===== config.mk =====
export PLATFORM = sky130hd
export DESIGN_NAME = move_commit_arbiter
export DESIGN_NICKNAME = d
export VERILOG_FILES = /design/src/rtl/move_commit_arbiter.sv
export SDC_FILE = /design/constraint.sdc
export NUM_CORES = 1
export LEC_CHECK = 0
export BUFFER_PORTS_ARGS = -buffer_cell sky130_fd_sc_hd__buf_4
export CAP_MARGIN = 10
export CORE_MARGIN = 3
export CORE_UTILIZATION = 50
export CTS_BUF_LIST = sky130_fd_sc_hd__clkbuf_4 sky130_fd_sc_hd__clkbuf_8
export DETAILED_ROUTE_END_ITERATION = 10
export HOLD_SLACK_MARGIN = 0.1
export PLACE_DENSITY = 0.81
export SYNTH_ARGS = -nofsm -noshare
export SYNTH_HDL_FRONTEND = slang
export SYNTH_SLANG_ARGS = --single-unit

===== constraint.sdc =====
create_clock -name CLOCK_50 -period 10 [get_ports CLOCK_50]
set_input_delay 0 -clock CLOCK_50 [delete_from_list [all_inputs] [get_ports CLOCK_50]]
set_output_delay 0 -clock CLOCK_50 [all_outputs]
set_load 0.03 [all_outputs]

===== src/rtl/move_commit_arbiter.sv =====
// move_commit_arbiter: owns the committed 8x8 board and the side-to-move flag.
// It arbitrates move commits from the local entry path and the remote link, and
// sequences each accepted move as validate, clear source, write destination,
// toggle turn.
// Optional build macro CAPTURE_LOG_EN adds capture reporting outputs
// (cap_valid, cap_piece, cap_cnt_w, cap_cnt_b).
// Piece codes: 0-5 white, 6-11 black, EMPTY_CODE empty. Squares are {row,col}.

module move_commit_arbiter #(
  parameter logic [3:0] EMPTY_CODE   = 4'd15,
  parameter logic       START_PLAYER = 1'b1
) (
  input  logic                 CLOCK_50,
  input  logic                 reset,
  input  logic                 setup,
  input  logic                 player,
  input  logic                 loc_req,
  input  logic [5:0]           loc_src,
  input  logic [5:0]           loc_dst,
  input  logic [3:0]           loc_piece,
  output logic                 loc_ack,
  input  logic                 rem_req,
  input  logic [5:0]           rem_src,
  input  logic [5:0]           rem_dst,
  input  logic [3:0]           rem_piece,
  output logic                 rem_ack,
  output logic                 rej,
  output logic [7:0][7:0][3:0] stable_board,
  output logic                 curr_player,
  output logic                 busy
`ifdef CAPTURE_LOG_EN
  ,
  output logic                 cap_valid,
  output logic [3:0]           cap_piece,
  output logic [3:0]           cap_cnt_w,
  output logic [3:0]           cap_cnt_b
`endif
);

  typedef enum logic [2:0] {
    StIdle,
    StCheck,
    StClrSrc,
    StWrDst,
    StDone
  } state_e;

  // Starting layout. local_white = 1 puts white on rows 6/7, else mirrored.
  function automatic logic [7:0][7:0][3:0] layout(input logic local_white);
    logic [7:0][7:0][3:0] b;
    logic [7:0][3:0]      back_w;
    // Index 0 is column 0: {0,1,2,3,4,2,1,0} read from column 0 upward.
    back_w = {4'd0, 4'd1, 4'd2, 4'd4, 4'd3, 4'd2, 4'd1, 4'd0};
    for (int r = 0; r < 8; r++) begin
      for (int c = 0; c < 8; c++) begin
        b[r][c] = EMPTY_CODE;
      end
    end
    for (int c = 0; c < 8; c++) begin
      b[0][c] = local_white ? back_w[c] + 4'd6 : back_w[c];
      b[1][c] = local_white ? 4'd11 : 4'd5;
      b[6][c] = local_white ? 4'd5 : 4'd11;
      b[7][c] = local_white ? back_w[c] : back_w[c] + 4'd6;
    end
    return b;
  endfunction

  // True when code is a piece of the given side (1 = white).
  function automatic logic of_side(input logic [3:0] code, input logic white);
    if (white) begin
      return code <= 4'd5;
    end
    return (code >= 4'd6) && (code <= 4'd11);
  endfunction

  state_e               r_state;
  state_e               w_state_d;
  logic [7:0][7:0][3:0] r_board;
  logic                 r_curr_player;
  logic [5:0]           r_src;
  logic [5:0]           r_dst;
  logic [3:0]           r_piece;
  logic                 r_from_loc;
  logic                 r_loc_ack;
  logic                 r_rem_ack;
  logic                 r_rej;

  logic                 w_loc_owns;
  logic [3:0]           w_src_code;
  logic [3:0]           w_dst_code;
  logic                 w_illegal;
  logic                 w_grant;
  logic                 w_grant_loc;
  logic                 w_loc_ack_d;
  logic                 w_rem_ack_d;
  logic                 w_rej_d;
  logic                 w_clr_src;
  logic                 w_wr_dst;

  assign w_loc_owns = (player == r_curr_player);
  assign w_src_code = r_board[r_src[5:3]][r_src[2:0]];
  assign w_dst_code = r_board[r_dst[5:3]][r_dst[2:0]];

  // The mover is always the side to move, whichever requester owns the turn.
  assign w_illegal = (r_src == r_dst)
                   | (w_src_code == EMPTY_CODE)
                   | !of_side(w_src_code, r_curr_player)
                   | of_side(w_dst_code, r_curr_player)
                   | (r_piece > 4'd11);

  assign stable_board = r_board;
  assign curr_player  = r_curr_player;
  assign busy         = (r_state != StIdle);
  assign loc_ack      = r_loc_ack;
  assign rem_ack      = r_rem_ack;
  assign rej          = r_rej;

  // Next-state and per-cycle control decode.
  always_comb begin
    w_state_d   = r_state;
    w_grant     = 1'b0;
    w_grant_loc = 1'b0;
    w_loc_ack_d = 1'b0;
    w_rem_ack_d = 1'b0;
    w_rej_d     = 1'b0;
    w_clr_src   = 1'b0;
    w_wr_dst    = 1'b0;
    unique case (r_state)
      StIdle: begin
        if (w_loc_owns) begin
          if (loc_req) begin
            w_grant     = 1'b1;
            w_grant_loc = 1'b1;
            w_state_d   = StCheck;
          end
          if (rem_req) begin
            w_rem_ack_d = 1'b1;
            w_rej_d     = 1'b1;
          end
        end else begin
          if (rem_req) begin
            w_grant   = 1'b1;
            w_state_d = StCheck;
          end
          if (loc_req) begin
            w_loc_ack_d = 1'b1;
            w_rej_d     = 1'b1;
          end
        end
      end
      StCheck: begin
        if (w_illegal) begin
          w_loc_ack_d = r_from_loc;
          w_rem_ack_d = !r_from_loc;
          w_rej_d     = 1'b1;
          w_state_d   = StIdle;
        end else begin
          w_state_d = StClrSrc;
        end
      end
      StClrSrc: begin
        w_clr_src = 1'b1;
        w_state_d = StWrDst;
      end
      StWrDst: begin
        // Ack is registered here so it lands in DONE with the updated board.
        w_wr_dst    = 1'b1;
        w_loc_ack_d = r_from_loc;
        w_rem_ack_d = !r_from_loc;
        w_state_d   = StDone;
      end
      StDone: begin
        w_state_d = StIdle;
      end
      default: begin
        w_state_d = StIdle;
      end
    endcase
  end

  // FSM state register; setup aborts any commit in flight.
  always_ff @(posedge CLOCK_50 or posedge reset) begin
    if (reset) begin
      r_state <= StIdle;
    end else if (setup) begin
      r_state <= StIdle;
    end else begin
      r_state <= w_state_d;
    end
  end

  // Board, turn flag, latched request and handshake pulses.
  always_ff @(posedge CLOCK_50 or posedge reset) begin
    if (reset) begin
      r_board       <= layout(1'b1);
      r_curr_player <= START_PLAYER;
      r_src         <= 6'd0;
      r_dst         <= 6'd0;
      r_piece       <= 4'd0;
      r_from_loc    <= 1'b0;
      r_loc_ack     <= 1'b0;
      r_rem_ack     <= 1'b0;
      r_rej         <= 1'b0;
    end else if (setup) begin
      r_board       <= layout(player);
      r_curr_player <= START_PLAYER;
      r_loc_ack     <= 1'b0;
      r_rem_ack     <= 1'b0;
      r_rej         <= 1'b0;
    end else begin
      r_loc_ack <= w_loc_ack_d;
      r_rem_ack <= w_rem_ack_d;
      r_rej     <= w_rej_d;
      if (w_grant) begin
        r_src      <= w_grant_loc ? loc_src : rem_src;
        r_dst      <= w_grant_loc ? loc_dst : rem_dst;
        r_piece    <= w_grant_loc ? loc_piece : rem_piece;
        r_from_loc <= w_grant_loc;
      end
      if (w_clr_src) begin
        r_board[r_src[5:3]][r_src[2:0]] <= EMPTY_CODE;
      end
      if (w_wr_dst) begin
        r_board[r_dst[5:3]][r_dst[2:0]] <= r_piece;
        r_curr_player                   <= ~r_curr_player;
      end
    end
  end

`ifdef CAPTURE_LOG_EN
  logic       r_cap_valid;
  logic [3:0] r_cap_piece;
  logic [3:0] r_cap_cnt_w;
  logic [3:0] r_cap_cnt_b;
  logic       w_cap_hit;

  // A capture is any destination write over an occupied square.
  assign w_cap_hit = w_wr_dst && (w_dst_code != EMPTY_CODE);

  assign cap_valid = r_cap_valid;
  assign cap_piece = r_cap_piece;
  assign cap_cnt_w = r_cap_cnt_w;
  assign cap_cnt_b = r_cap_cnt_b;

  // Capture pulse, captured piece and saturating per-side capture counters.
  always_ff @(posedge CLOCK_50 or posedge reset) begin
    if (reset) begin
      r_cap_valid <= 1'b0;
      r_cap_piece <= 4'd0;
      r_cap_cnt_w <= 4'd0;
      r_cap_cnt_b <= 4'd0;
    end else if (setup) begin
      r_cap_valid <= 1'b0;
      r_cap_piece <= 4'd0;
      r_cap_cnt_w <= 4'd0;
      r_cap_cnt_b <= 4'd0;
    end else begin
      r_cap_valid <= w_cap_hit;
      if (w_cap_hit) begin
        r_cap_piece <= w_dst_code;
        if (r_curr_player) begin
          if (r_cap_cnt_w != 4'd15) begin
            r_cap_cnt_w <= r_cap_cnt_w + 4'd1;
          end
        end else begin
          if (r_cap_cnt_b != 4'd15) begin
            r_cap_cnt_b <= r_cap_cnt_b + 4'd1;
          end
        end
      end
    end
  end
`endif

endmodule

Word-level counts from Yosys, hierarchy flattened:

Cells that the tools add are included.
W data, S select, Z words.

* $lt $le $gt $ge: 15
* equality and inequality tests: 8
* multiplexer cells: 69
* bitwise logic cells: 7
* reduce and logical (&&, ||, !) cells: 13

Operators by type and width (count)
* $mux W256: 4
* $bwmux W256: 1
* $or A256 B256 Y256: 1
* $bmux W32 S3: 2
* $demux W32 S3: 2
* $mux W32: 4
* $mux W4: 13
* $bmux W4 S3: 2
* $demux W4 S3: 2
* $mux W1: 24
* $mux W3: 8
* $lt A3 B4 Y1 const B: 4
* $ge A3 B1 Y1 const B: 4
* $mux W6: 2
* $pmux W3 S4: 1
* $ge A4 B3 Y1 const B: 2
* $le A4 B3 Y1 const B: 2
* $le A4 B4 Y1 const B: 2
* $ne A4 B4 Y1 const B: 2
* $eq A3 B2 Y1 const B: 2
* $eq A6 B6 Y1: 1
* $logic_and A1 B1 Y1: 6
* $pmux W1 S3: 2
* $eq A4 B4 Y1 const B: 1
* other kinds (12): 18

* register bits after elaboration: 280
* input bits: 38
* output and inout bits: 261
* logic and storage cells: 185

Logic depth before layout (Yosys ltp):

Gate-level depths: netlist (run 1).

* word-level depth: 14
* gate-level depth with buffers: 13
* gate-level depth less buffers: 9

Least setup slack after synthesis (run 1):

OpenSTA, ideal clock, no wires.

* path kind: register to register
* start: register r_src[3]
* end: register r_rej, in the netlist rej
* setup time: 111 ps
* arrival: 2598 ps
* data required time: 9889 ps
* setup slack: 7291 ps
* stages on the path, launching flop included: 11
* buffers on the path: 1
* period minus slack after synthesis: 2709 ps
* cell sequence: dfrtp_1 > buf_6 > mux4_1 > mux2_2 > nand3_1 > nand4_1 > a2111o_1 > and4b_1 > a211oi_2 > nor2_1 > a2111oi_2

* longest elaborated chain between the ends: 14
* elaborated cells between the ends (all ways): 20
* classes of those cells: order compare (3); eq/ne (2); mux (9); bitwise (4); reduce/logical (2)

Ends and longest elaborated chain
* start, declared: line 80 `logic [5:0] r_src;`
* start signal, assigned: line 215 `r_src <= w_grant_loc ? loc_src : rem_src;`
* $bmux W32 S3: line 101 `assign w_src_code = r_board[r_src[5:3]][r_src[2:0]];`
* $mux W32 (not written as such): line 101
* $bmux W4 S3: line 101
* $mux W4 (not written as such): line 101
* $le A4 B3 Y1, or another cell as far along: line 71 `return code <= 4'd5;`
* $mux W1 / $logic_and A1 B1 Y1 (equally long branches): line 70, 73
* $mux W1: line 73 `return (code >= 4'd6) && (code <= 4'd11);`
* $logic_not A1 Y1: line 107 `| !of_side(w_src_code, r_curr_player)`
* $or A1 B1 Y1 *: line 107
* $or A1 B1 Y1 *: line 108 `| of_side(w_dst_code, r_curr_player)`
* $or A1 B1 Y1 *: line 109 `| (r_piece > 4'd11);`
* $mux W1 *: line 152 `if (w_illegal) begin`
* $pmux W1 S2 *: line 128 `unique case (r_state)`
* $mux W1 *: line 204 `end else if (setup) begin`
* end signal, assigned: line 213 `r_rej <= w_rej_d;`
* end, declared: line 86 `logic r_rej;`

Mark *: on every way between the ends. The rest lies on a longest branch, timed or not. The select of a mux whose other input is x is not followed.
A chain may end at the register's enable or synchronous reset.

Worst setup path after layout (run 1):

Same ends and word-level chain as after synthesis.

==> results of run 1 <==
[how the worst max path moves through the flow]
stage                                    to  slack, ns
final                         rej$_DFF_PP0_       5.74
after global routing          rej$_DFF_PP0_       5.66
after CTS                     rej$_DFF_PP0_       5.92
after detailed placement      rej$_DFF_PP0_       5.95
after global placement        rej$_DFF_PP0_       6.01
after floorplan           loc_ack$_DFF_PP0_       2.60
[worst register-to-register path: stages, from the launching register on]
cell and delay (ns):
dfrtp_4 0.64, buf_4 0.70, mux4_2 0.63, mux2i_1 0.33
o32a_1 0.22, o41ai_1 0.09, or3_1 0.40, and4b_1 0.22
a211oi_2 0.36, nor2_1 0.14, a2111oi_2 0.40
[per-layer routing]
layer,track usage,part of all wire,up-vias
li1,-,-,6919
met1,0.570,0.37,8215
met2,0.631,0.43,1392
met3,0.140,0.13,273
met4,0.251,0.069,2
met5,0,0.00017,-
[where the power goes]
| part | switching (mW) | internal [mW] |
|---|---|---|
| clock | 0.473 | 0.596 |
| sequential | 0.157 | 1.21 |
| combinational | 1.04 | 0.519 |
| total | 1.67 | 2.32 |
[cell families after synthesis]
group	count (synthesis)
xor+xnor	8
simple gates	733
compound gates	438
mux	133
flops	280
buf+inv	149
[layout make-up]
| cell class | count | area [µm²] |
|---|---|---|
| tap | 435 | 544 |
| inverter | 13 | 56.3 |
| sequential | 280 | 7260 |
| timing repair buffer | 368 | 2870 |
| multi-input combinational | 1312 | 8340 |
| clock inverter | 6 | 35.0 |
| clock buffer | 78 | 948 |
| antenna | 2 | 5.00 |
| fill | 2575 | 11700 |
[metrics by stage]
stage / hold slack (ns) / area [µm²] / std cells / power, mW
6_report: 0.144 / 20100 / 2494 / 3.99
4_1_cts: 0.208 / 20000 / 2490 / 3.91
5_1_grt: 0.252 / 20000 / 2492 / 4.10
3_5_place_dp: 0.252 / 18700 / 2367 / 2.83
3_3_place_gp: 0.238 / 18700 / 2367 / 2.82
2_1_floorplan: 0.134 / 16200 / 1741 / 2.33
[sequential cells by signal, summed over array words and instances (netlist names)]
register      cells
r_state           3
loc_ack           1
curr_player       1
r_dst             6
r_piece           4
stable_board    256
rem_ack           1
r_from_loc        1
r_src             6
rej               1
[synthesized netlist by cell type (all sizes together), types with 5 or more instances]
| cell | n |
|---|---|
| a211oi | 14 |
| a21boi | 5 |
| a21oi | 23 |
| a221oi | 33 |
| a22oi | 15 |
| a31oi | 8 |
| and2 | 6 |
| and3b | 5 |
| buf | 52 |
| clkbuf | 84 |
| dfrtp | 88 |
| dfstp | 192 |
| inv | 11 |
| mux2 | 29 |
| mux2i | 72 |
| mux4 | 32 |
| nand2 | 188 |
| nand2b | 171 |
| nand3 | 21 |
| nand4 | 5 |
| nor2 | 263 |
| nor2b | 15 |
| nor3 | 38 |
| nor3b | 5 |
| o21ai | 50 |
| o221ai | 7 |
| o22ai | 156 |
| o31ai | 85 |
[timing repair]
item                                   in CTS  in global routing
hold buffers                               39                  0
endpoints found under the hold margin     199                  0
setup buffers                               0                  0
==> impl.org, run 1 <==
** Synthesis
- Simple logic cell fraction of the synthesized area :: 0.211
- Synthesis produced between 1500 and 2000 cells.
- Of the total synthesized cell area, the portion taken by XOR and XNOR cells is 0.00432.
- Multiplexer area fraction after synthesis :: 0.111
- In this run the cell area of the synthesized design comes to ~16000 µm².
- Adder and majority gate portion of the synthesized area :: 0
- Sequential share of the synthesized area :: 0.447
- Fraction of the mapped netlist area in compound gates :: 0.187
- Total of warnings raised by yosys :: 0
- Mean area per synthesized cell :: approximately 9.3 µm²
- Proportion of netlist area held by the largest area contributor :: 0.311
- Flops & latches, synth :: 280
- Cell types with the largest area share after synthesis :: dfstp_2, dfrtp_1, nand2b_1
- Commonest register cell after synthesis :: dfstp_2
- The synthesized netlist contains 68 unique library cells.
- Post-synth EDFFs :: 0
- Net count after synthesis :: 1779
- Ys async rst share :: 1.00
- By area, the combinational part of the netlist is dominated by simple AND/OR/NAND/NOR gates.
- Most area-hungry cell type in the Yosys netlist :: dfstp_2

** Clocking
- Number of clock buffers inserted by TritonCTS :: 47
- TritonCTS clock tree :: yes
- The clock net in this run drives a total of 280 sinks.
- The later pin in the worst-skew pair is clocked with a latency of between 0.5 and 0.6 ns.
- Post-CTS sizing :: 0
- In this run the number of H-tree levels came out at 2.
- Cell chosen for the clock root :: clkbuf_8
- Counting along the longest clock path gives a buffer depth of 3.
- After clock tree synthesis, the clock-pin slew on the worst setup and hold paths is 0.07 ns.

** Global routing
- Initial antenna violation count :: 3
- First-pass GRT wire length :: 109000 µm
- Entering global routing, the biggest net connects around 140 pins.
- For this run, the total global-route usage over all layers was measured as 0.433.
- For this run the aggregate overflow at the end of global routing stands at 0.
- The via count of the first global-routing pass was ~16000.

** Worst setup path
- In this design, the largest share of critical-path delay is due to compound AO/OA/AOI/OAI gates.
- In this run the critical register-to-register path is launched from r_src[3]$_DFFE_PP0P_.
- Startpoint-to-endpoint class of the critical path :: reg -> reg
- CP Data Arrival Time :: 4.71 ns
- Data on the critical path is required at its endpoint by 10.45 ns.
- Tracing the worst setup path back leads to its startpoint at r_src[3]$_DFFE_PP0P_.
- Reg2Reg Setup Slack :: about 5.7 ns
- Endpoint of the worst register-to-register path :: rej$_DFF_PP0_
- For this design, the slowest cell found on the critical path is buf_4.
- The number of cells on the worst reg-to-reg path is 10.
- Critical Path End Type :: flop
- Traced cell by cell, the critical path runs through buf_4, mux4_2, mux2i_1, o32a_1, o41ai_1, or3_1, and4b_1, a211oi_2, nor2_1, a2111oi_2.
- Stages on worst setup path :: 10
- CP Max Fanout :: between 50 and 60
- Element type at the critical path start :: flop
- Together, buffers and inverters on the worst path number 1.
- On the worst path, the slowest cell contributes a delay of slightly below 0.7 ns.

** Floorplanning
- Number of cell rows :: 65
- For this design the top-level I/O count stands at between 200 and 300.
- The initial utilization of the core area, before any placement, comes to 0.510.
- The die covers roughly 35000 µm².
- The core region is approximately 32000 µm².
- Horizontal die dimension :: roughly 190 µm
- Vertical extent of the die :: 186 µm

** Status
- Outcome :: complete, no violations

** Route
- Dividing the detail-routed via count by the number of cells gives 6.74.
- In this run, the number of DRC markers left after iteration 0 of detailed routing was between 2000 and 2500.
- First-pass iteration count of the detailed router :: 8
- The detail route stage leaves a number of antenna-violating nets equal to 0.
- Drc violations :: 0
- After detailed routing, the average wire length per cell comes to 30.6 µm.
- Total Wirelength :: approximately 76000 µm
- The routed layout has ~17000 vias.

** Layout
- Of the cells placed in the final design, the portion with a size suffix greater than 1 is 0.332.
- In the layout the commonest cells are buf_4, nor2_1, dfstp_2, nand2_1, nand2b_1.
- Leaving out fill and tap cells, the most frequent cell in the layout is buf_4.
- Area Overhead vs Synth :: 23.7%
- For this run, the post-layout net count is slightly above 2000.
- Once layout is complete, the utilization of the core stands at 0.631.

** Timing
- The smallest clock period supported by the final layout is computed as approximately 4.3 ns.
- Setup violations remaining at the end of the flow were counted as 0.
- The hold violation total from the final report was 0.
- Setup total negative slack :: 0 ns
- Final worst slack :: approximately 5.7 ns
- Setup repair after global routing left no endpoint under its margin.
- At the pin with the least slew margin, the transition time is roughly 1.1 ns.
- The final-report max-slew violation count came to 0.
- F_max :: between 200 and 250 MHz
- Between clock sinks in the finished design, the worst skew comes to about 0.032 ns.
- Max-slew headroom at the worst pin :: 0.251
- Share of the cycle needed by the critical path after routing :: 0.426

** Worst hold path
- In this run the worst hold path is classified as in -> async.

** Placed design
- Detailed placement ended at an HPWL of around 54000 µm.
- The congestion estimate from routability-driven global placement came to roughly 1.1.
- Post-Place Worst Slack :: a little under 6 ns
- In this run the tool buffered the top-level ports with 298 buffer cells.

** Power
- The worst-case IR drop observed on VDD is roughly 0.00014 V.
- PwrDens :: 199 nW/µm²
- The analysis attributes to cell leakage a power of a little over 8 nW.

** Flow run
- Max-cap violation count :: 0
(Power assumes the default switching activity.)
==> run 2, diff against run 1 <==
Settings changed: PLACE_DENSITY 0.81 to 0.84.
Clock period 10 ns to 3.5 ns, I/O delays scaled along.
==> impl.org, run 2 (synthesis gave the netlist of run 1 again) <==
** Floorplanning
- approximately 300 I/O pins were placed.
- The core region is roughly 32000 µm².
- The die covers between 30000 and 40000 µm².
- The floorplan step set the die width to ~190 µm.
- Measured along the y axis, the die boundary spans 186 µm.
- The initial utilization of the core area, before any placement, comes to 0.510.
- Number of cell rows :: between 60 and 70

** Power
- In this run the power density over the cells is 584 nW/µm².
- VDD sags by at most 0.000852 V.
- P_leak :: around 8.8 nW

** Timing
- Setup violations remaining at the end of the flow were counted as 0.
- F_max :: 288 MHz
- Share of the cycle needed by the critical path after routing :: 0.991
- Setup repair after global routing could not meet its margin everywhere.
- Min Tclk post-route :: roughly 3.5 ns
- The clock arrives with approximately 0.027 ns of skew.
- For the pin with the worst max-slew slack, the measured transition is 1.03 ns.
- Final number of max-transition violations :: 0
- Once routing completed, OpenROAD measured the worst setup slack at about 0.033 ns.
- Setup total negative slack :: 0 ns
- Max-slew headroom at the worst pin :: 0.313
- The hold violation total from the final report was 0.

** Route
- Summed over all layers, the routed wires come to 84900 µm.
- Count of nets left with antenna violations after detail routing :: 0
- DRT iter0 DRCs :: 2294
- The first detailed-routing pass took 6 iterations.
- Total via count in the routed design :: about 18000
- After detailed routing, the number of remaining DRC violations is 0.
- Using the TritonRoute via totals, the vias-per-cell ratio works out to between 6 and 7.
- Routed wirelength normalized by instance count :: around 33 µm

** Layout
- Summing all flip-flop and latch instances after layout gives just over 7000 µm².
- Multi-input gate area in the final layout :: ~8400 µm²
- FILL cells :: approximately 2400
- Most frequent standard cell in the layout excluding fill and tap cells :: buf_4
- Ratio of cells with drive above 1 in the final layout :: 0.368
- Final net count :: 2167
- Area Overhead vs Synth :: 29.9%
- The library cells used most frequently in the layout, excluding fill and tap cells, are buf_4, nor2_1, dfstp_2, nand2_1, nand2b_1.
- Number of flip-flops under the largest register name :: approximately 260

** Clocking
- Number of clock buffers inserted by TritonCTS :: 47
- Clock sink total :: 280
- TritonCTS built the clock tree.
- The later pin in the worst-skew pair is clocked with a latency of between 0.6 and 0.7 ns.
- Number of H-tree levels :: 2
- Clock-pin slew was measured on the worst setup and hold paths at around 0.060 ns.
- The clock passes through at most 3 buffers.
- Cell chosen for the clock root :: clkbuf_8

** Worst setup path
- The worst setup path is of the reg -> reg kind.
- Endpoint required time on the critical path :: about 4 ns
- STA classifies the critical path endpoint as a flop.
- Reg2Reg Setup Slack :: between 0.03 and 0.04 ns
- Element type at the critical path start :: flop
- CP Data Arrival Time :: a little under 4 ns
- CP Max Fanout :: 13
- Slowest stage delay, CP :: approximately 0.61 ns
- Master of the slowest instance on the critical path :: dfrtp_4
- Traced cell by cell, the critical path runs through buf_4, mux4_1, nand2_1, a211o_1, nand4_1, a2111o_1, a211oi_1, a211oi_4, nor3_1, o31ai_1.
- For the worst flop-to-flop path, the logic depth is 10.

** Global routing
- The via count of the first global-routing pass came to roughly 17000.
- Entering global routing, the biggest net connects roughly 180 pins.
- Initial antenna violation count :: 6
- The first global-routing pass estimated ~120000 µm of wire.
- Total global routing track utilization :: 0.481
- Residual overflow from global routing :: 0

** Placed design
- Detailed placement finished with a half-perimeter wire length of 62500 µm.
- Post-Place Worst Slack :: a little over 0.06 ns
- The count of buffers added on input and output ports is approximately 300.
- Routability-driven placement finished with a final weighted congestion of between 1 and 1.5.

** Worst hold path
- Counting instances, the worst hold path has a depth of 4.
- The min-delay analysis places its worst path in the category in -> reg.

** Flow run
- Max-cap violations in this run came to 0.

** Status
- Outcome :: complete, no violations
==> run 2: cell count changes in the layout (fill, tap and decap cells not counted), moves of 3 or more <==
cell	previous run	this run
buf_12	0	10
buf_4	326	424
clkbuf_8	58	63
nor2_1	263	260
nor2_2	0	3
nor3_1	34	37
nor3_2	4	1
==> run 2: per-stage QoR <==
| stage | total power, mW | cell area, µm² | hold slack, ns | utilization | instances |
|---|---|---|---|---|---|
| floorplan | 6.66 | 16200 | 0.134 | - | 1741 |
| global placement | 8.77 | 19600 | 0.139 | 0.616 | 2475 |
| detailed placement | 8.76 | 19600 | 0.140 | 0.616 | 2475 |
| CTS | 12.0 | 21000 | 0.101 | 0.661 | 2602 |
| global route | 12.6 | 21100 | 0.156 | 0.662 | 2603 |
| finish | 12.3 | 21100 | 0.134 | 0.662 | 2605 |
==> run 2: critical path: cells and delay by family, from the launching register on <==
kind	cells	cell delay (ns)
multiplexers	1	0.57
buffers and inverters	1	0.22
flip-flops	1	0.61
AND/OR/NAND/NOR	3	0.66
AO/OA/AOI/OAI	5	1.29
==> run 2: timing repair <==
action,4_1_cts,5_1_grt
hold buffers,39,0
setup endpoints to repair,0,4
hold endpoints to repair,158,0
setup buffers,0,1
gates resized for setup,0,5
==> run 2: area by class of cell <==
class,instances,share of cell area
Multi-Input combinational cell,1312,0.397
Inverter,13,0.00249
Sequential cell,280,0.345
Clock inverter,6,0.00184
Timing Repair Buffer,475,0.180
Antenna cell,2,0.000238
Clock buffer,82,0.0479
Tap cell,435,0.0258
==> run 2: routing by layer <==
layer / GRT usage / share of wire / up-vias
li1: - / - / 7118
met1: 0.629 / 0.36 / 8616
met2: 0.701 / 0.42 / 1653
met3: 0.146 / 0.14 / 369
met4: 0.302 / 0.078 / 4
met5: 0 / 0.00027 / -
==> run 2: final timing paths <==
kind / start / to
setup / recovery: r_src[3]$_DFFE_PP0P_ / loc_ack$_DFF_PP0_
hold / removal: player / r_state[0]$_DFFE_PP0P_
setup reg to reg: r_src[3]$_DFFE_PP0P_ / loc_ack$_DFF_PP0_
hold reg to reg: stable_board[172]$_DFF_PP1_ / stable_board[172]$_DFF_PP1_
max in group asynchronous: reset / r_src[5]$_DFFE_PP0P_
min in group asynchronous: reset / stable_board[209]$_DFF_PP0_
==> run 2: power breakdown <==
part	switching (mW)	total (mW)	internal, mW
combinational	3.22	5.14	1.91
clock	1.39	3.20	1.81
sequential	0.518	3.97	3.45
total	5.13	12.3	7.18
